===== config.mk =====
export PLATFORM = sky130hd
export DESIGN_NAME = zeroheti_obi_arbiter
export DESIGN_NICKNAME = d
export VERILOG_FILES = /design/src/rtl/zeroheti_obi_arbiter.sv
export SDC_FILE = /design/constraint.sdc
export NUM_CORES = 1
export LEC_CHECK = 0
export ABC_AREA = 1
export CAP_MARGIN = 20
export CORE_AREA = 2 2 139 141
export DETAILED_ROUTE_END_ITERATION = 7
export DIE_AREA = 0 0 141 143
export DONT_BUFFER_PORTS = 1
export GPL_TIMING_DRIVEN = 1
export MAX_ROUTING_LAYER = met4
export PLACE_DENSITY = 0.39
export SETUP_SLACK_MARGIN = 0.4
export SLEW_MARGIN = 30
export SYNTH_ARGS = -nofsm -noshare
export SYNTH_HDL_FRONTEND = slang
export SYNTH_SLANG_ARGS = --single-unit

===== constraint.sdc =====
create_clock -name clk_i -period 3.6 [get_ports clk_i]
set_clock_uncertainty 0.1 [all_clocks]
set_input_delay 0.72 -clock clk_i [delete_from_list [all_inputs] [get_ports clk_i]]
set_output_delay 0.72 -clock clk_i [all_outputs]
set_load 0.01 [all_outputs]

===== src/rtl/zeroheti_obi_arbiter.sv =====
// zeroheti_obi_arbiter: N-to-1 OBI arbiter sharing one subordinate port between managers.
//
// Round-robin selection among requesters, with a high-priority mask: when any priority
// requester is active, only priority requesters compete. A request that is not granted
// is held (index latched) until granted so the address stays stable. Granted requester
// IDs go into an in-order FIFO so responses are routed back to the right requester.
//
// Ports:
//   clk_i, rst_i            clock, asynchronous active-high reset
//   prio_i                  per-requester high-priority mask
//   sbr_*                   per-requester OBI request/grant/response (rdata/err broadcast)
//   mgr_*                   shared OBI port towards the memory or peripheral
//   protocol_err_o          sticky: response arrived with no outstanding transaction
//   grant_cnt_o, stall_cnt_o  saturating statistics, only with ZEROHETI_ARB_STATS_EN defined
module zeroheti_obi_arbiter #(
  parameter int unsigned NumReq    = 3,
  parameter int unsigned AddrWidth = 32,
  parameter int unsigned DataWidth = 32,
  parameter int unsigned MaxTrans  = 2
) (
  input  logic                                    clk_i,
  input  logic                                    rst_i,
  input  logic [NumReq-1:0]                       prio_i,
  input  logic [NumReq-1:0]                       sbr_req_i,
  output logic [NumReq-1:0]                       sbr_gnt_o,
  input  logic [NumReq-1:0][AddrWidth-1:0]        sbr_addr_i,
  input  logic [NumReq-1:0]                       sbr_we_i,
  input  logic [NumReq-1:0][DataWidth/8-1:0]      sbr_be_i,
  input  logic [NumReq-1:0][DataWidth-1:0]        sbr_wdata_i,
  output logic [NumReq-1:0]                       sbr_rvalid_o,
  output logic [DataWidth-1:0]                    sbr_rdata_o,
  output logic                                    sbr_err_o,
  output logic                                    mgr_req_o,
  input  logic                                    mgr_gnt_i,
  output logic [AddrWidth-1:0]                    mgr_addr_o,
  output logic                                    mgr_we_o,
  output logic [DataWidth/8-1:0]                  mgr_be_o,
  output logic [DataWidth-1:0]                    mgr_wdata_o,
  input  logic                                    mgr_rvalid_i,
  input  logic [DataWidth-1:0]                    mgr_rdata_i,
  input  logic                                    mgr_err_i,
`ifdef ZEROHETI_ARB_STATS_EN
  output logic [NumReq-1:0][15:0]                 grant_cnt_o,
  output logic [15:0]                             stall_cnt_o,
`endif
  output logic                                    protocol_err_o
);

  localparam int unsigned IdxW = $clog2(NumReq);
  localparam int unsigned PtrW = (MaxTrans > 1) ? $clog2(MaxTrans) : 1;
  localparam int unsigned CntW = $clog2(MaxTrans + 1);

  typedef enum logic {StIdle, StHold} state_e;

  state_e                         state_q, state_d;
  logic [IdxW-1:0]                rr_ptr_q, rr_ptr_d;
  logic [IdxW-1:0]                hold_idx_q, hold_idx_d;
  logic [MaxTrans-1:0][IdxW-1:0]  fifo_q, fifo_d;
  logic [PtrW-1:0]                wptr_q, wptr_d, rptr_q, rptr_d;
  logic [CntW-1:0]                cnt_q, cnt_d;
  logic                           perr_q, perr_d;

  logic [NumReq-1:0] cand_prio, cand;
  logic [IdxW-1:0]   win_idx, scan_idx, sel;
  logic              win_found;
  logic              fifo_full, fifo_empty, handshake, pop;

  function automatic logic [PtrW-1:0] ptr_inc(input logic [PtrW-1:0] p);
    return (p == PtrW'(MaxTrans - 1)) ? '0 : p + PtrW'(1);
  endfunction

  // Priority requesters mask out the rest only when at least one of them is requesting.
  assign cand_prio = sbr_req_i & prio_i;
  assign cand      = (|cand_prio) ? cand_prio : sbr_req_i;

  // First candidate at or after the round-robin pointer, wrapping.
  always_comb begin
    win_idx   = rr_ptr_q;
    win_found = 1'b0;
    scan_idx  = '0;
    for (int unsigned i = 0; i < NumReq; i++) begin
      scan_idx = IdxW'((32'(rr_ptr_q) + i) % NumReq);
      if (!win_found && cand[scan_idx]) begin
        win_idx   = scan_idx;
        win_found = 1'b1;
      end
    end
  end

  assign sel        = (state_q == StHold) ? hold_idx_q : win_idx;
  assign fifo_full  = (cnt_q == CntW'(MaxTrans));
  assign fifo_empty = (cnt_q == '0);

  // No bypass: a pop in the same cycle does not free a slot for issue.
  assign mgr_req_o   = ((state_q == StHold) || win_found) && !fifo_full;
  assign handshake   = mgr_req_o & mgr_gnt_i;
  assign mgr_addr_o  = mgr_req_o ? sbr_addr_i[sel]  : '0;
  assign mgr_we_o    = mgr_req_o ? sbr_we_i[sel]    : 1'b0;
  assign mgr_be_o    = mgr_req_o ? sbr_be_i[sel]    : '0;
  assign mgr_wdata_o = mgr_req_o ? sbr_wdata_i[sel] : '0;

  always_comb begin
    sbr_gnt_o      = '0;
    sbr_gnt_o[sel] = handshake;
  end

  assign pop = mgr_rvalid_i & ~fifo_empty;

  always_comb begin
    sbr_rvalid_o                 = '0;
    sbr_rvalid_o[fifo_q[rptr_q]] = pop;
  end

  assign sbr_rdata_o    = mgr_rdata_i;
  assign sbr_err_o      = mgr_err_i;
  assign protocol_err_o = perr_q;

  always_comb begin
    state_d    = state_q;
    hold_idx_d = hold_idx_q;
    rr_ptr_d   = rr_ptr_q;
    fifo_d     = fifo_q;
    wptr_d     = wptr_q;
    rptr_d     = rptr_q;
    cnt_d      = cnt_q;
    perr_d     = perr_q | (mgr_rvalid_i & fifo_empty);

    unique case (state_q)
      StIdle: begin
        if (mgr_req_o && !mgr_gnt_i) begin
          state_d    = StHold;
          hold_idx_d = win_idx;
        end
      end
      StHold: begin
        if (handshake) state_d = StIdle;
      end
      default: state_d = StIdle;
    endcase

    if (handshake) begin
      fifo_d[wptr_q] = sel;
      wptr_d         = ptr_inc(wptr_q);
      rr_ptr_d       = IdxW'((32'(sel) + 1) % NumReq);
    end
    if (pop) rptr_d = ptr_inc(rptr_q);

    unique case ({handshake, pop})
      2'b10:   cnt_d = cnt_q + CntW'(1);
      2'b01:   cnt_d = cnt_q - CntW'(1);
      default: cnt_d = cnt_q;
    endcase
  end

  always_ff @(posedge clk_i or posedge rst_i) begin
    if (rst_i) begin
      state_q    <= StIdle;
      hold_idx_q <= '0;
      rr_ptr_q   <= '0;
      fifo_q     <= '0;
      wptr_q     <= '0;
      rptr_q     <= '0;
      cnt_q      <= '0;
      perr_q     <= 1'b0;
    end else begin
      state_q    <= state_d;
      hold_idx_q <= hold_idx_d;
      rr_ptr_q   <= rr_ptr_d;
      fifo_q     <= fifo_d;
      wptr_q     <= wptr_d;
      rptr_q     <= rptr_d;
      cnt_q      <= cnt_d;
      perr_q     <= perr_d;
    end
  end

`ifdef ZEROHETI_ARB_STATS_EN
  logic [NumReq-1:0][15:0] grant_cnt_q, grant_cnt_d;
  logic [15:0]             stall_cnt_q, stall_cnt_d;

  always_comb begin
    grant_cnt_d = grant_cnt_q;
    stall_cnt_d = stall_cnt_q;
    if (handshake && (grant_cnt_q[sel] != 16'hFFFF)) begin
      grant_cnt_d[sel] = grant_cnt_q[sel] + 16'd1;
    end
    if (mgr_req_o && !mgr_gnt_i && (stall_cnt_q != 16'hFFFF)) begin
      stall_cnt_d = stall_cnt_q + 16'd1;
    end
  end

  always_ff @(posedge clk_i or posedge rst_i) begin
    if (rst_i) begin
      grant_cnt_q <= '0;
      stall_cnt_q <= '0;
    end else begin
      grant_cnt_q <= grant_cnt_d;
      stall_cnt_q <= stall_cnt_d;
    end
  end

  assign grant_cnt_o = grant_cnt_q;
  assign stall_cnt_o = stall_cnt_q;
`endif

endmodule


# Word level (Yosys, flattened, before mapping)
# Index checks and enable logic that the tools add are counted.
dict set report word_totals {
  reg_bits 14
  latch_bits 0
  mem_bits_rw 0
  romBits 0
  out_inout_bits 110
  wordCells 99
  mem_count 0
}
dict set report op_classes {
  addsub 7
  multipliers 0
  div_mod_pow 4
  magnitude_cmp 10
  n_eq_ne 3
  shift 0
  n_mux 41
  n_bitwise 9
  reduce_logical 16
}
# op n
set ops {}
lappend ops {{binary-select mux 32 bit (select 2 bit)} 2}
lappend ops {{two-way mux 32 bit} 4}
lappend ops {{remainder unit 32 x 2 -> 32 bit, second input constant} 3}
lappend ops {{remainder unit 2 x 2 -> 32 bit, second input constant} 1}
lappend ops {{less-than comparator 2 x 3 -> 1 bit, second input constant} 5}
lappend ops {{two-way mux 1 bit} 14}
lappend ops {{two-way mux 2 bit} 7}
lappend ops {{bitwise AND 3 bit} 3}
lappend ops {{binary-select mux 1 bit (select 2 bit)} 4}
lappend ops {{binary-select mux 4 bit (select 2 bit)} 1}
lappend ops {{two-way mux 4 bit} 2}
lappend ops {{logical AND 1 bit} 7}
lappend ops {{adder 2 x 1 -> 3 bit, second input constant} 2}
lappend ops {{bitwise mux 4 bit} 1}
lappend ops {{demux 1 bit (select 2 bit)} 2}
lappend ops {{== test 2 bit, second input constant} 2}
lappend ops {{greater-or-equal comparator 2 x 1 -> 1 bit, second input constant} 2}
lappend ops {{zero test 1 bit} 4}
lappend ops {{less-than comparator 1 x 2 -> 1 bit, second input constant} 2}
lappend ops {{one-hot mux 2 bit (2 select lines)} 1}
lappend ops {{adder 2 x 2 -> 3 bit, second input constant} 1}
lappend ops {{bitwise AND 1 bit} 3}
lappend ops {{two-way mux 3 bit} 1}
lappend ops {{OR reduction 3 bit} 1}
lappend ops {{other kinds (13)} 15}

# Longest topological paths before layout
dict set report depth {
  word_depth 18
  mapped_depth 17
  depth_no_buf 17
}

# Least setup slack after synthesis
# OpenSTA, ideal clock, no wires.
dict set report synth_timing {
  path_type {input -> output}
  start {input port prio_i[1]}
  end {output port sbr_gnt_o[1]}
  arrival_ps 2332
  slack_ps 448
  path_stages 16
  n_path_buf 2
  cell_sequence {nand2_1 -> nand3_1 -> nand2_1 -> nand4_1 -> nand2_2 -> nor2_4 -> nand2_1 -> clkinv_1 -> nand3_1 -> nand2_1 -> a21boi_1 -> buf_4 -> buf_4 -> ha_1 -> inv_1 -> nor2_1}
}
dict set report synth_via {
  elab_chain_len 18
}
# element line
set synth_lines {}
lappend synth_lines {{start: declaration} 23} ;# input logic [NumReq-1:0] prio_i,
lappend synth_lines {{bitwise AND 3 bit *} 73} ;# assign cand_prio = sbr_req_i & prio_i;
lappend synth_lines {{OR reduction 3 bit} 74} ;# assign cand = (|cand_prio) ? cand_prio : sbr_req_i;
lappend synth_lines {{two-way mux 3 bit *} 74}
lappend synth_lines {{binary-select mux 1 bit (select 2 bit)} 83} ;# if (!win_found && cand[scan_idx]) begin
lappend synth_lines {{two-way mux 1 bit (not written as such)} 83}
lappend synth_lines {{two-way mux 1 bit} 83}
lappend synth_lines {{zero test 1 bit} 83}
lappend synth_lines {{logical AND 1 bit} 83}
lappend synth_lines {{[2 not listed]} n/a}
lappend synth_lines {{logical AND 1 bit} 83}
lappend synth_lines {{two-way mux 2 bit} 83}
lappend synth_lines {{two-way mux 2 bit} 90} ;# assign sel = (state_q == StHold) ? hold_idx_q : win_idx;
lappend synth_lines {{less-than comparator 2 x 3 -> 1 bit (not written as such) / greater-or-equal comparator 2 x 1 -> 1 bit (equally long branches)} 104} ;# sbr_gnt_o[sel] = handshake;
lappend synth_lines {{logical AND 1 bit (not written as such)} 104}
lappend synth_lines {{two-way mux 1 bit (not written as such)} 104}
lappend synth_lines {{demux 1 bit (select 2 bit)} 104}
lappend synth_lines {{bitwise AND 3 bit (no line) *} n/a}
lappend synth_lines {{end: declaration} 25} ;# output logic [NumReq-1:0] sbr_gnt_o,
# Mark *: on every way between the ends. The rest lies on a longest branch, timed or not. The select of a mux whose other input is x is not followed.

# Final worst setup path
dict set report layout_timing {
  start {register rr_ptr_q[0]}
  end {output port mgr_be_o[3]}
}
dict set report layout_via {
  elab_chain_len 14
}
# element line
set layout_lines {}
lappend layout_lines {{start: declaration} 56} ;# logic [IdxW-1:0] rr_ptr_q, rr_ptr_d;
lappend layout_lines {{start signal: assignment} 168} ;# rr_ptr_q <= rr_ptr_d;
lappend layout_lines {{branches (longest 13 deep; another with remainder unit 32 x 2 -> 32 bit)} n/a}
lappend layout_lines {{two-way mux 4 bit *} 99} ;# assign mgr_be_o = mgr_req_o ? sbr_be_i[sel] : '0;
lappend layout_lines {{end: declaration} 37} ;# output logic [DataWidth/8-1:0] mgr_be_o,
# Mark *: on every way between the ends. The select of a mux whose other input is x is not followed.

==> flow_metrics.py <==
metrics = {
    "outcome": {
        "run_status": "finished clean",
    },
    "min_path": {
        "hold_path_class": "in2async",
    },
    "synthesis": {
        "synth_area_leader_cell": "nand3_1",
        "postSynthRegisterBits": 14,
        "ys_seq_area_share_pct": 9.34,
        "fraction_of_the_mapped_netlist_area_in_compound_gates_pct": 11.2,
        "synth.avg_cell_area_sq_um": 5.24,
        "ys.flop_type": "dfrtp_1",
        "syn_inst": 716,
        "ys_top_cells_by_area": "nand3_1 (30%), inv_1 (16%), nand2_1 (11%), buf_4 (9.8%), a21oi_1 (9.3%)",
        "synth_async_sr_flop_share_pct": 100,
        "post_synth_xor_area_fraction_pct": 0.701,
        "number_of_enable_type_register_cells_in_the_synthesized_netlist": 0,
        "synthDistinctLibCells": 29,
        "multiplexer_area_fraction_after_synthesis_pct": 0.267,
        "synthSimpleGateAreaFrac_pct": 46.1,
        "net_count_after_synthesis": 973,
        "syn_area_sq_um": 3750,
        "yosys.area_share.adder_pct": 2.34,
        "synth_top_family_by_area": "simple AND/OR/NAND/NOR gates",
        "yosysWarningCount": 0,
        "synth_top_cell_area_share_pct": 29.8,
    },
    "clock_network": {
        "clkTransAtPathRegs_ps": 50,
        "worst_skew_pair.late_latency_ps": 240,
        "cts_htree_levels": 1,
        "ctsLongestPathBuffers": 2,
        "cts_bufs_inserted": 3,
        "clock_tree.root_cell": "clkbuf_16",
        "cts_tree": "done",
        "tritoncts_sinks": 14,
    },
    "sta": {
        "period_needed_ps": 3420,
        "timing.final.max_slew_violations": 0,
        "final-hold-violation-count": 0,
        "timing_worst_slew_pin_value_ps": 560,
        "max_freq_ghz": 0.293,
        "timing.setup.tns_ps": 0,
        "setup_repair_after_global_routing_missed_its_margin": "true",
        "max_slew_margin_pct": 62.6,
        "timing.final.setup_violations": 0,
        "min_period_over_period_pct": 95.0,
        "holdWs_ps": 314,
    },
    "routing": {
        "overall_via_count_from_detail_route": 4751,
        "route.antenna.remaining_nets": 0,
        "drc": 0,
        "wl_mm": 20.0,
        "detailedRoute.firstIterationViolations": 206,
        "routedWlPerCell_um": 21.1,
        "firstDrtPassIters": 4,
        "vias_per_cell": 5.02,
    },
    "worst_setup_path": {
        "worst_path_largest_cell_delay_ps": 420,
        "crit_buf_inv": 3,
        "worst_path_dominant_cell_family": "simple AND/OR/NAND/NOR gates",
        "worstSetupEndpointType": "output port",
        "worst-path-max-fanout": 33,
        "path_common_cell": "nand3_1",
        "setup.worst_path.class": "reg2out",
        "cpMaxStageDelayCell": "dfrtp_1",
        "r2r_slack_ps": 830,
        "setup.worst_path.start_class": "flip-flop",
        "worstPathCellList": "inv_2 -> ha_4 -> nor2_1 -> nand3_1 -> nand2_2 -> nor2_4 -> nand3_2 -> buf_6 -> nand3_4 -> nand3_4 -> buf_12 -> nand3_1 -> nand3_1 -> a21oi_2",
        "timing.critical_path.required_ps": 2780,
        "timing.critical_path.arrival_ps": 2600,
    },
    "die": {
        "initial_utilization_pct": 20.2,
        "fp.coreArea_sq_um": 18600,
        "area_of_the_die_sq_um": 20200,
        "pin_count": 360,
        "fp.dieH_um": 143,
        "chipWidth_um": 141,
        "rows": 50,
    },
    "grt": {
        "grt.busiest_layer": "met2",
        "pin_count_of_the_biggest_net_entering_global_routing": 37,
        "groute.layer.met2.usage_pct": 29.0,
        "global_route.overflow_total": 0,
        "grt_usage_pct": 16.9,
        "antenna_found_initial": 2,
        "grt_util_met1_pct": 21.0,
        "first_pass_grt_wire_length_mm": 25.6,
        "met3_usage_pct": 1.81,
        "grt_pass1_vias": 4353,
    },
    "place": {
        "routabilityCongestion": 0.764,
        "place_hpwl_mm": 11.6,
        "buffers_added_on_ports": 0,
    },
    "final_layout": {
        "fillCellCount": 1999,
        "layout.nets": 969,
        "flow.area_growth_from_synthesis_pct": 62.2,
        "layout-drive-gt1-share_pct": 39.7,
    },
    "flow_run": {
        "drv.max_cap_violation_count": 0,
    },
}
cells in the mapped netlist (all sizes together), types with 2 or more instances:
cell	count
a21oi	70
buf	65
clkbuf	18
clkinv	2
dfrtp	14
ha	7
inv	160
nand2	117
nand3	227
nand4	5
nor2	12
o21ai	11
xnor2	2
worst register-to-register path, delay by kind of cell, from the launching register on:
family	cells	cell delay (ps)
flops	1	420
buf+inv	4	510
compound gates	2	220
fa+ha+maj	2	460
xor+xnor	1	150
simple gates	8	780
worst paths after layout:
path / start / end / cells after the start
setup / recovery: rr_ptr_q[0] / mgr_be_o[3] / 14
hold / removal: rst_i / protocol_err_o / 1
setup reg to reg: rr_ptr_q[0] / cnt_q[1] / 17
hold reg to reg: hold_idx_q[1] / hold_idx_q[1] / 2
max in group asynchronous: rst_i / rr_ptr_q[1] / 1
min in group clk_i: hold_idx_q[1] / hold_idx_q[1] / 2
metrics by stage:
stage          area [sq um]  setup slack, ps  util [%]  cells
2_1_floorplan          3750              448         -    716
3_3_place_gp           3790              155      20.4    884
3_5_place_dp           3790              149      20.4    884
4_1_cts                5240              172      28.2    925
5_1_grt                6080             52.5      32.7    947
6_report               6080              182      32.7    947
layer usage:
metal	wire length, um	share of wire (%)	vias up
met5	0	0	-
met4	538	2.7	0
met3	978	4.9	32
met2	10100	51	220
met1	8330	42	2246
li1	-	-	2253
state kept, by name, summed over array words and instances (netlist names), named ones only:
signal,cells
cnt_q,2
fifo_q,4
rr_ptr_q,2
wptr_q,1
protocol_err_o,1
rptr_q,1
hold_idx_q,2
cell type report:
type | count | area [sq um] | area share [%]
diodes | 2 | 5.00 | 0.0823
clock buffers | 4 | 88.8 | 1.46
inverters | 162 | 627 | 10.3
multi-input cells | 457 | 3420 | 56.2
flip-flops and latches | 14 | 352 | 5.78
well taps | 234 | 293 | 4.81
repair buffers | 74 | 1300 | 21.3
logic make-up after synthesis:
group           Yosys count
mux                       1
xor+xnor                  3
buf+inv                 245
fa+ha+maj                 7
compound gates           83
flops                    14
simple gates            363
cell usage in the layout (no fill, tap or decap), drive strengths merged, types with 2 or more instances in the layout:
master / netlist / final
nand2: 117 / 117
nand3: 227 / 227
o21ai: 11 / 11
nor2: 12 / 12
nand4: 5 / 5
buf: 65 / 65
clkbuf: 18 / 13
inv: 160 / 160
ha: 7 / 7
diode: 0 / 2
dfrtp: 14 / 14
a21oi: 70 / 70
xnor2: 2 / 2
clkinv: 2 / 2
timing repair:
item	in CTS	in global routing
pin swaps	77	52
resized for setup	184	102
endpoints found under the hold margin	0	0
buffers inserted	23	9
hold buffers	0	0
cloned	14	11
endpoints found under the setup margin	73	73
Power is not shown: default switching activity piles up to over one toggle a cycle in this logic, so the estimate is an artifact.
